**config.mk**
```make
export PLATFORM = sky130hd
export DESIGN_NAME = fp_mul_pipe
export DESIGN_NICKNAME = d
export VERILOG_FILES = /design/src/rtl/fp_mul_pipe.sv
export SDC_FILE = /design/constraint.sdc
export NUM_CORES = 2
export LEC_CHECK = 0
export CELL_PAD_IN_SITES_DETAIL_PLACEMENT = 1
export CELL_PAD_IN_SITES_GLOBAL_PLACEMENT = 2
export CORE_ASPECT_RATIO = 2
export CORE_MARGIN = 2
export CORE_UTILIZATION = 43
export DETAILED_ROUTE_END_ITERATION = 10
export PLACE_DENSITY = 0.95
export SYNTH_ARGS = -nofsm -noshare
export SYNTH_HDL_FRONTEND = slang
export SYNTH_SLANG_ARGS = --single-unit
export TNS_END_PERCENT = 50
```
**constraint.sdc**
```tcl
create_clock -name CLK -period 10.46 [get_ports CLK]
set_input_delay 1.569 -clock CLK [delete_from_list [all_inputs] [get_ports CLK]]
set_output_delay 1.569 -clock CLK [all_outputs]
set_load 0.05 [all_outputs]
```
**src/rtl/fp_mul_pipe.sv**
```systemverilog
// Three-stage floating-point multiplier (unpack/exp-sum, mantissa product, normalise/round/pack)
// with a valid/ready handshake; denormal inputs read as zero and tiny results flush to zero.
module fp_mul_pipe #(
   parameter  int EXP_W = 8,
   parameter  int MAN_W = 23,
   localparam int W     = 1 + EXP_W + MAN_W
) (
   input  logic         CLK,
   input  logic         RST,
   input  logic         in_valid,
   output logic         in_ready,
   input  logic [W-1:0] X,
   input  logic [W-1:0] Y,
   input  logic [1:0]   R_mode,
   output logic         out_valid,
   input  logic         out_ready,
   output logic [W-1:0] Z,
   output logic         invalid_flagex,
   output logic         overflow_flagex,
   output logic         underflow_flagex,
   output logic         inexact_flagex,
   output logic         zero_flagex
);
   localparam int STAGES = 3;
   localparam int EW     = EXP_W + 2;
   localparam int MW     = MAN_W + 1;
   localparam int PW     = 2 * MW;
   localparam logic [EXP_W-1:0] EXP_ONES = '1;
   localparam logic [EXP_W-1:0] EXP_FIN  = EXP_ONES - EXP_W'(1);
   localparam logic [EW-1:0]    BIAS     = EW'((1 << (EXP_W - 1)) - 1);
   localparam logic [EW-1:0]    EXP_MAX  = EW'((1 << EXP_W) - 1);
   localparam logic [1:0] RM_RNE = 2'b00, RM_RTZ = 2'b01, RM_RUP = 2'b10, RM_RDN = 2'b11;

   typedef enum logic [1:0] {CL_NUM, CL_ZERO, CL_INF, CL_NAN} cls_e;

   logic              en;
   logic [STAGES:1]   vld_pipe_d, vld_pipe_q;

   // The whole pipe moves in lockstep; it only freezes when the output is full and unaccepted.
   assign en         = !vld_pipe_q[STAGES] | out_ready;
   assign in_ready   = en;
   assign out_valid  = vld_pipe_q[STAGES];
   assign vld_pipe_d = {vld_pipe_q[STAGES-1:1], in_valid};

   // ---------------- stage 1: unpack / classify ----------------
   logic             x_sgn, y_sgn;
   logic [EXP_W-1:0] x_exp, y_exp;
   logic [MAN_W-1:0] x_man, y_man;
   logic             x_zero, y_zero, x_inf, y_inf, x_nan, y_nan, x_snan, y_snan;

   logic             s1_sgn_d, s1_sgn_q;
   cls_e             s1_cls_d, s1_cls_q;
   logic             s1_inv_d, s1_inv_q;
   logic [EW-1:0]    s1_exp_d, s1_exp_q;
   logic [MW-1:0]    s1_ma_d, s1_ma_q, s1_mb_d, s1_mb_q;
   logic [1:0]       s1_rm_d, s1_rm_q;

   always_comb begin
      {x_sgn, x_exp, x_man} = X;
      {y_sgn, y_exp, y_man} = Y;
      x_zero = (x_exp == '0);
      y_zero = (y_exp == '0);
      x_inf  = (x_exp == EXP_ONES) && (x_man == '0);
      y_inf  = (y_exp == EXP_ONES) && (y_man == '0);
      x_nan  = (x_exp == EXP_ONES) && (x_man != '0);
      y_nan  = (y_exp == EXP_ONES) && (y_man != '0);
      x_snan = x_nan && !x_man[MAN_W-1];
      y_snan = y_nan && !y_man[MAN_W-1];

      s1_sgn_d = x_sgn ^ y_sgn;
      s1_inv_d = 1'b0;
      if (x_nan || y_nan) begin
         s1_cls_d = CL_NAN;
         s1_inv_d = x_snan || y_snan;
      end else if ((x_zero && y_inf) || (x_inf && y_zero)) begin
         s1_cls_d = CL_NAN;
         s1_inv_d = 1'b1;
      end else if (x_inf || y_inf) begin
         s1_cls_d = CL_INF;
      end else if (x_zero || y_zero) begin
         s1_cls_d = CL_ZERO;
      end else begin
         s1_cls_d = CL_NUM;
      end
      s1_exp_d = EW'(x_exp) + EW'(y_exp) - BIAS;
      s1_ma_d  = {1'b1, x_man};
      s1_mb_d  = {1'b1, y_man};
      s1_rm_d  = R_mode;
   end

   // ---------------- stage 2: mantissa product ----------------
   logic          s2_sgn_d, s2_sgn_q;
   cls_e          s2_cls_d, s2_cls_q;
   logic          s2_inv_d, s2_inv_q;
   logic [EW-1:0] s2_exp_d, s2_exp_q;
   logic [PW-1:0] s2_prod_d, s2_prod_q;
   logic [1:0]    s2_rm_d, s2_rm_q;

   always_comb begin
      s2_sgn_d  = s1_sgn_q;
      s2_cls_d  = s1_cls_q;
      s2_inv_d  = s1_inv_q;
      s2_exp_d  = s1_exp_q;
      s2_rm_d   = s1_rm_q;
      s2_prod_d = PW'(s1_ma_q) * PW'(s1_mb_q);
   end

   // ---------------- stage 3: normalise / round / pack ----------------
   logic [MAN_W-1:0] nrm_man;
   logic             grd, stk, rnd_inc, ovf_hit, unf_hit, to_inf;
   logic [EW-1:0]    nrm_exp, fin_exp;
   logic [MW-1:0]    rnd_man;

   logic [W-1:0]     z_d, z_q;
   logic             inv_d, inv_q, ovf_d, ovf_q, unf_d, unf_q, inx_d, inx_q, zro_d, zro_q;

   always_comb begin
      if (s2_prod_q[PW-1]) begin
         nrm_man = s2_prod_q[PW-2 -: MAN_W];
         grd     = s2_prod_q[MAN_W];
         stk     = |s2_prod_q[MAN_W-1:0];
         nrm_exp = s2_exp_q + EW'(1);
      end else begin
         nrm_man = s2_prod_q[PW-3 -: MAN_W];
         grd     = s2_prod_q[MAN_W-1];
         stk     = |s2_prod_q[MAN_W-2:0];
         nrm_exp = s2_exp_q;
      end

      case (s2_rm_q)
         RM_RNE:  rnd_inc = grd & (stk | nrm_man[0]);
         RM_RTZ:  rnd_inc = 1'b0;
         RM_RUP:  rnd_inc = !s2_sgn_q & (grd | stk);
         RM_RDN:  rnd_inc = s2_sgn_q & (grd | stk);
         default: rnd_inc = 1'b0;
      endcase

      // A carry out of the mantissa leaves the low bits at zero, so only the exponent moves.
      rnd_man = {1'b0, nrm_man} + MW'(rnd_inc);
      fin_exp = nrm_exp + EW'(rnd_man[MAN_W]);
      ovf_hit = $signed(fin_exp) >= $signed(EXP_MAX);
      unf_hit = fin_exp[EW-1] | (fin_exp == '0);
      to_inf  = (s2_rm_q == RM_RNE) | ((s2_rm_q == RM_RUP) & !s2_sgn_q) |
                ((s2_rm_q == RM_RDN) & s2_sgn_q);

      z_d   = '0;
      inv_d = 1'b0;
      ovf_d = 1'b0;
      unf_d = 1'b0;
      inx_d = 1'b0;
      zro_d = 1'b0;
      case (s2_cls_q)
         CL_NAN: begin
            z_d   = {1'b0, EXP_ONES, {MAN_W{1'b1}}};
            inv_d = s2_inv_q;
         end
         CL_INF: z_d = {s2_sgn_q, EXP_ONES, {MAN_W{1'b0}}};
         CL_ZERO: begin
            z_d   = {s2_sgn_q, {(W-1){1'b0}}};
            zro_d = 1'b1;
         end
         default: begin
            if (ovf_hit) begin
               z_d   = to_inf ? {s2_sgn_q, EXP_ONES, {MAN_W{1'b0}}}
                              : {s2_sgn_q, EXP_FIN, {MAN_W{1'b1}}};
               ovf_d = 1'b1;
               inx_d = 1'b1;
            end else if (unf_hit) begin
               z_d   = {s2_sgn_q, {(W-1){1'b0}}};
               unf_d = 1'b1;
               inx_d = 1'b1;
               zro_d = 1'b1;
            end else begin
               z_d   = {s2_sgn_q, fin_exp[EXP_W-1:0], rnd_man[MAN_W-1:0]};
               inx_d = grd | stk;
            end
         end
      endcase
   end

   always_ff @(posedge CLK or posedge RST) begin
      if (RST) begin
         vld_pipe_q <= '0;
         s1_sgn_q   <= 1'b0;
         s1_cls_q   <= CL_NUM;
         s1_inv_q   <= 1'b0;
         s1_exp_q   <= '0;
         s1_ma_q    <= '0;
         s1_mb_q    <= '0;
         s1_rm_q    <= '0;
         s2_sgn_q   <= 1'b0;
         s2_cls_q   <= CL_NUM;
         s2_inv_q   <= 1'b0;
         s2_exp_q   <= '0;
         s2_prod_q  <= '0;
         s2_rm_q    <= '0;
         z_q        <= '0;
         inv_q      <= 1'b0;
         ovf_q      <= 1'b0;
         unf_q      <= 1'b0;
         inx_q      <= 1'b0;
         zro_q      <= 1'b0;
      end else if (en) begin
         vld_pipe_q <= vld_pipe_d;
         s1_sgn_q   <= s1_sgn_d;
         s1_cls_q   <= s1_cls_d;
         s1_inv_q   <= s1_inv_d;
         s1_exp_q   <= s1_exp_d;
         s1_ma_q    <= s1_ma_d;
         s1_mb_q    <= s1_mb_d;
         s1_rm_q    <= s1_rm_d;
         s2_sgn_q   <= s2_sgn_d;
         s2_cls_q   <= s2_cls_d;
         s2_inv_q   <= s2_inv_d;
         s2_exp_q   <= s2_exp_d;
         s2_prod_q  <= s2_prod_d;
         s2_rm_q    <= s2_rm_d;
         z_q        <= z_d;
         inv_q      <= inv_d;
         ovf_q      <= ovf_d;
         unf_q      <= unf_d;
         inx_q      <= inx_d;
         zro_q      <= zro_d;
      end
   end

   assign Z                = z_q;
   assign invalid_flagex   = inv_q;
   assign overflow_flagex  = ovf_q;
   assign underflow_flagex = unf_q;
   assign inexact_flagex   = inx_q;
   assign zero_flagex      = zro_q;

endmodule
```
======== After elaboration in Yosys (flattened, before gate mapping) ========
Index checks and enable logic that the tools add are counted.
Widths: inputs -> output; s select.
word-level totals
  register bits after elaboration ......... 168
  bits in latches ......................... 0
  RAM bits ................................ 0
  bits in read-only memories .............. 0
  input bits .............................. 70
  output and inout bits ................... 39
  word-level logic and storage cells ...... 101
  memories kept ........................... 0
operators by class
  add/subtract/negate cells ............... 5
  $mul .................................... 1
  divide/modulo/power cells ............... 0
  $lt $le $gt $ge ......................... 1
  eq/ne operators ......................... 8
  shift operators ......................... 0
  multiplexer cells ....................... 25
  bitwise gates (word level) .............. 12
  reduce and logical (&&, ||, !) cells .... 29
operators by type and width
  cell                   count
  $pmux 32 s3            1
  $mux 31                2
  $mul 24x24->48         1
  $logic_not 23->1       2
  $reduce_bool 23->1     2
  $add 23x1->24          1
  $mux 24                1
  $mux 23                1
  $reduce_or 23->1       1
  $reduce_or 22->1       1
  $eq 8x8->1 const B     2
  $logic_not 8->1        2
  $mux 1                 14
  $add 10x1->10          1
  $add 10x1->10 const B  1
  $ge 10x9->1 const B    1
  $logic_not 10->1       1
  $mux 10                1
  $sub 9x7->10 const B   1
  $add 8x8->9            1
  $eq 2x2->1 const B     4
  $logic_and 1x1->1      8
  $mux 2                 3
  $or 1x1->1             6
  10 further kinds       22

======== Longest topological paths before layout ========
  depth in word-level cells ............... 12
  mapped depth ............................ 28
  depth with buffers taken out ............ 25

======== Worst setup path before layout ========
Ideal clock, no wire load.
  path kind ............................... register to register
  from .................................... register s1_mb_q[3]
  to ...................................... register s2_prod_q[32]
  setup time .............................. 0.137 ns
  arrival ................................. 6.701 ns
  required time ........................... 10.323 ns
  slack ................................... 3.622 ns
  cell stages (with the launch flop) ...... 26
  path buffers ............................ 3
  clock period less this slack ............ 6.838 ns
  cell sequence ........................... dfrtp_1 > clkbuf_1 > clkbuf_1 > nand2_1 > fa_1 > inv_1 > fa_1 > inv_1 > fa_1 > fa_1 > inv_1 > fa_1 > fa_1 > inv_1 > fa_1 > inv_1 > ha_1 > clkbuf_1 > a21o_1 > a31o_2 > a311oi_1 > o2bb2ai_1 > o41ai_1 > o21ai_0 > xnor2_1 > a21oi_1
on the way
  cells in the longest elaborated chain, start to end .. 1
ends and longest elaborated chain
  what                    RTL line  source
  from (decl)             55        logic [MW-1:0] s1_ma_d, s1_ma_q, s1_mb_d, s1_mb_q;
  from (signal assigned)  210       s1_mb_q <= s1_mb_d;
  $mul 24x24->48          105       s2_prod_d = PW'(s1_ma_q) * PW'(s1_mb_q);
  to (signal assigned)    216       s2_prod_q <= s2_prod_d;
  to (decl)               96        logic [PW-1:0] s2_prod_d, s2_prod_q;
Every way passes these cells.
A chain may end at the register's enable or synchronous reset.

======== Worst setup path in the final report ========
  from .................................... register s1_ma_q[15]
  to ...................................... register s2_prod_q[39]
on the way
  cells in the longest elaborated chain, start to end .. 1
ends and longest elaborated chain
  what                    RTL line  source
  from (decl)             55
  from (signal assigned)  209       s1_ma_q <= s1_ma_d;
  $mul 24x24->48          105
Every way passes these cells.

==> impl_summary.log <==
[metrics] final count of negative-setup-slack endpoints: 0
[metrics] starting density of the core: 0.433
[metrics] vias per cell: 5.45
[metrics] cells on worst reg2reg path: 24
[metrics] worst max-slew margin expressed relative to the limit: 0.0732
[metrics] number of global-route vias before repair: 24,700
[metrics] Worst Clk Skew: 0.00955 ns
[metrics] quantity of I/O buffers inserted on ports: 108
[metrics] startpoint of the tightest hold check path: vld_pipe_q[2]$_DFFE_PP0P_
[metrics] final routed wirelength across all metal layers: 82,000 um
[metrics] Final WS setup: 2.49 ns
[metrics] unrepaired setup endpoints after global routing: false
[metrics] final worst hold slack: 0.461 ns
[metrics] post-layout minimum cycle time: 7.97 ns
[metrics] post-DR wirelength/cell: 20.8 um
[metrics] count of antenna-violating nets left after detailed routing: 0
[metrics] half-perimeter wire length after detailed placement: 64,900 um
[metrics] dominant cells by area after synthesis: fa_1, dfrtp_1, ha_1
[metrics] number of cell rows: 131
[metrics] growth of design area from synthesis to finish: 8.61%
[metrics] Remaining DRCs: 0
[metrics] summed negative setup slack over all endpoints: 0 ns
[metrics] fmax: 0.125 GHz
[metrics] clock latency on the worst-skew pair: 0.46 ns
[metrics] io pins: 109
[metrics] Async SR Flop Fraction: 1.00
[metrics] initial antenna violation count: 2
[metrics] gr ovfl total: 0
[metrics] kind of critical path: flop to flop
[metrics] Die X-Extent: 183 um
[metrics] library cell with the largest summed area after synthesis: fa_1
[metrics] vias post-DR: 21,500
[metrics] critical path peak fanout: 25
[metrics] die area: 66,000 um2
[metrics] syn avg cell area: 8.78 um2
[metrics] share of layout cells above drive strength 1: 0.0286
[metrics] count of fill cells added during filler insertion: 7,386
[metrics] number of nets in the layout: 3,877
[metrics] share of Yosys cell area claimed by the top area cell type: 0.352
[metrics] Syn. warnings: 0
[metrics] clock transition time at the flip-flop clock pins of the worst setup and hold paths: 0.07 ns
[metrics] setup slack, reg-to-reg: 2.49 ns
[metrics] drt first-iter violations: 994
[metrics] class of the tightest hold or removal check: flop to flop
[metrics] post-layout util: 0.470
[metrics] number of nets produced by synthesis: 3,876
[metrics] All-Layer GR Usage: 0.259
[metrics] Req. time, crit path: 10.77 ns
[metrics] post-CTS sizing: 0
[metrics] number of H-tree levels: 4
[metrics] kind of capture point of the worst setup path: flop
[metrics] hold depth: 2
[metrics] endpoint of the worst-slack reg-to-reg timing path: s2_prod_q[39]$_DFFE_PP0P_
[metrics] count of distinct cell types in the synthesized netlist: 76
[metrics] post-route clock period utilization: 0.762
[metrics] CTS Root Cell: clkbuf_16
[metrics] global-route wire length before repair: 133,000 um
[metrics] max-cap violations: 0
[metrics] count of mapped cells out of synthesis: 3,128
[metrics] final count of hold timing violations: 0
[metrics] maximum number of pins on one net before global-route repair: 103
[metrics] number of buffers on the longest clock path: 2
[metrics] height of the chip: 361 um
[metrics] number of buffers created by CTS: 17
[metrics] crit path DAT: 8.28 ns
[metrics] Worst Max-Slew Pin Slew: 1.39 ns
[metrics] sequential element share of the synthesized area: 0.152
[metrics] status: complete, no violations
[metrics] 1st-pass router iterations: 5
[metrics] worst r2r src: s1_ma_q[15]$_DFFE_PP0P_
[metrics] number of hold buffers added after cts: 0
[metrics] hold worst-path end: vld_pipe_q[2]$_DFFE_PP0P_
[metrics] Cell Area, Synth: 27,500 um2
[metrics] number of register bits inferred by synthesis: 167
[metrics] worst setup timing slack at the placement stage: 2.65 ns
[metrics] flip-flop cell with the highest count after synthesis: dfrtp_1
[metrics] launching element type of the critical path: flop
[metrics] CTS Sinks: 167
[metrics] TritonCTS clock tree: done
[metrics] CORE AREA: 63,400 um2
[metrics] number of synthesized flops with an enable pin: 0
[metrics] count of buffers added by post-CTS timing repair for setup: 0
[metrics] RePlAce Congestion: 0.874
[metrics] max-slew violation count: 0
-- cell type report --
cell class / count / area [um2] / area share
diodes: 2 / 5.00 / 0.000168
clock buffers: 19 / 443 / 0.0149
clock inverters: 13 / 185 / 0.00621
inverters: 568 / 2140 / 0.0718
multi-input cells: 2231 / 20500 / 0.688
flip-flops and latches: 167 / 4180 / 0.140
well taps: 798 / 998 / 0.0335
repair buffers: 144 / 1350 / 0.0453
-- registers in the layout, indices dropped and copies added (netlist names), 3 cells and up --
register	count
s2_prod_q	48
Z	32
s1_ma_q	24
s1_mb_q	23
s1_exp_q	10
s2_exp_q	10
vld_pipe_q	3
-- cells in the final DEF (no fill, tap or decap), types with 13 or more instances in the layout --
cell type        netlist  routed
nand2_1              575     575
inv_1                568     566
fa_1                 483     483
and2_1               313     313
ha_1                 195     195
dfrtp_1              167     166
a21oi_1              109     109
clkdlybuf4s50_1        0     108
nor2_1                99      99
o21ai_0               69      69
xnor2_1               45      45
buf_4                  3      36
xor2_1                29      29
nand3_1               25      25
nor4_1                24      24
a221o_1               20      20
nand4_1               19      19
nor3_1                18      18
nor2b_1               18      17
clkbuf_16              0      17
and3_1                16      16
a21o_1                14      14
mux2i_1               13      13
-- through the flow --
step	cell area [um2]	instances
after global routing	29800	3940
after global placement	29200	3908
final	29800	3942
after CTS	29800	3940
after floorplan	27500	3128
after detailed placement	29200	3908
-- worst max path at each step --
stage | startpoint | end | cells past startpoint
finish | s1_ma_q[15]$_DFFE_PP0P_ | s2_prod_q[39]$_DFFE_PP0P_ | 24
global placement | s1_ma_q[15]$_DFFE_PP0P_ | s2_prod_q[39]$_DFFE_PP0P_ | 24
global route | s1_ma_q[17]$_DFFE_PP0P_ | s2_prod_q[32]$_DFFE_PP0P_ | 22
floorplan | s1_mb_q[3]$_DFFE_PP0P_ | s2_prod_q[32]$_DFFE_PP0P_ | 25
CTS | s1_ma_q[15]$_DFFE_PP0P_ | s2_prod_q[39]$_DFFE_PP0P_ | 24
detailed placement | s1_ma_q[17]$_DFFE_PP0P_ | s2_prod_q[32]$_DFFE_PP0P_ | 22
-- kinds of logic (layout without fill, tap and decap cells) --
logic type,Yosys count,count (layout),synth area share
fa+ha+maj,678,678,0.441
xor+xnor,75,75,0.0244
simple gates,1148,1148,0.201
other cells,0,2,0
flops,167,167,0.152
mux,18,18,0.00679
buf+inv,730,744,0.101
compound gates,312,312,0.0731
-- synth_stat cells, drive strengths merged, types with 10 or more instances --
cell / count
a211oi: 10
a21o: 14
a21oi: 109
a221o: 20
and2: 314
and3: 16
buf: 15
clkbuf: 147
dfrtp: 167
fa: 483
ha: 195
inv: 568
mux2i: 13
nand2: 575
nand2b: 11
nand3: 25
nand4: 20
nor2: 99
nor2b: 18
nor3: 19
nor4: 26
o211ai: 10
o21ai: 72
o21bai: 10
xnor2: 45
xor2: 29
-- critical path, cell delays in order (launching register included) --
cell	delay [ns]
dfrtp_1	1.05
and2_1	0.27
fa_1	0.45
fa_1	0.54
inv_1	0.06
fa_1	0.53
inv_1	0.06
fa_1	0.51
inv_1	0.06
fa_1	0.53
inv_1	0.06
fa_1	0.54
inv_1	0.07
fa_1	0.49
inv_1	0.05
ha_1	0.42
nand3_1	0.16
nor4_1	0.43
nand3_1	0.16
a21oi_1	0.21
a21oi_1	0.12
o311ai_0	0.59
a21oi_1	0.16
xnor2_1	0.18
o21ai_0	0.09
-- per-layer routing --
layer	vias up	share of wire	global-route usage
met2	554	0.52	0.464
met5	-	0	0
met1	11200	0.39	0.309
li1	9575	-	-
met4	0	0.049	0.116
met3	173	0.041	0.0334
Power is not shown: default switching activity piles up to over one toggle a cycle in this logic, so the estimate is an artifact.
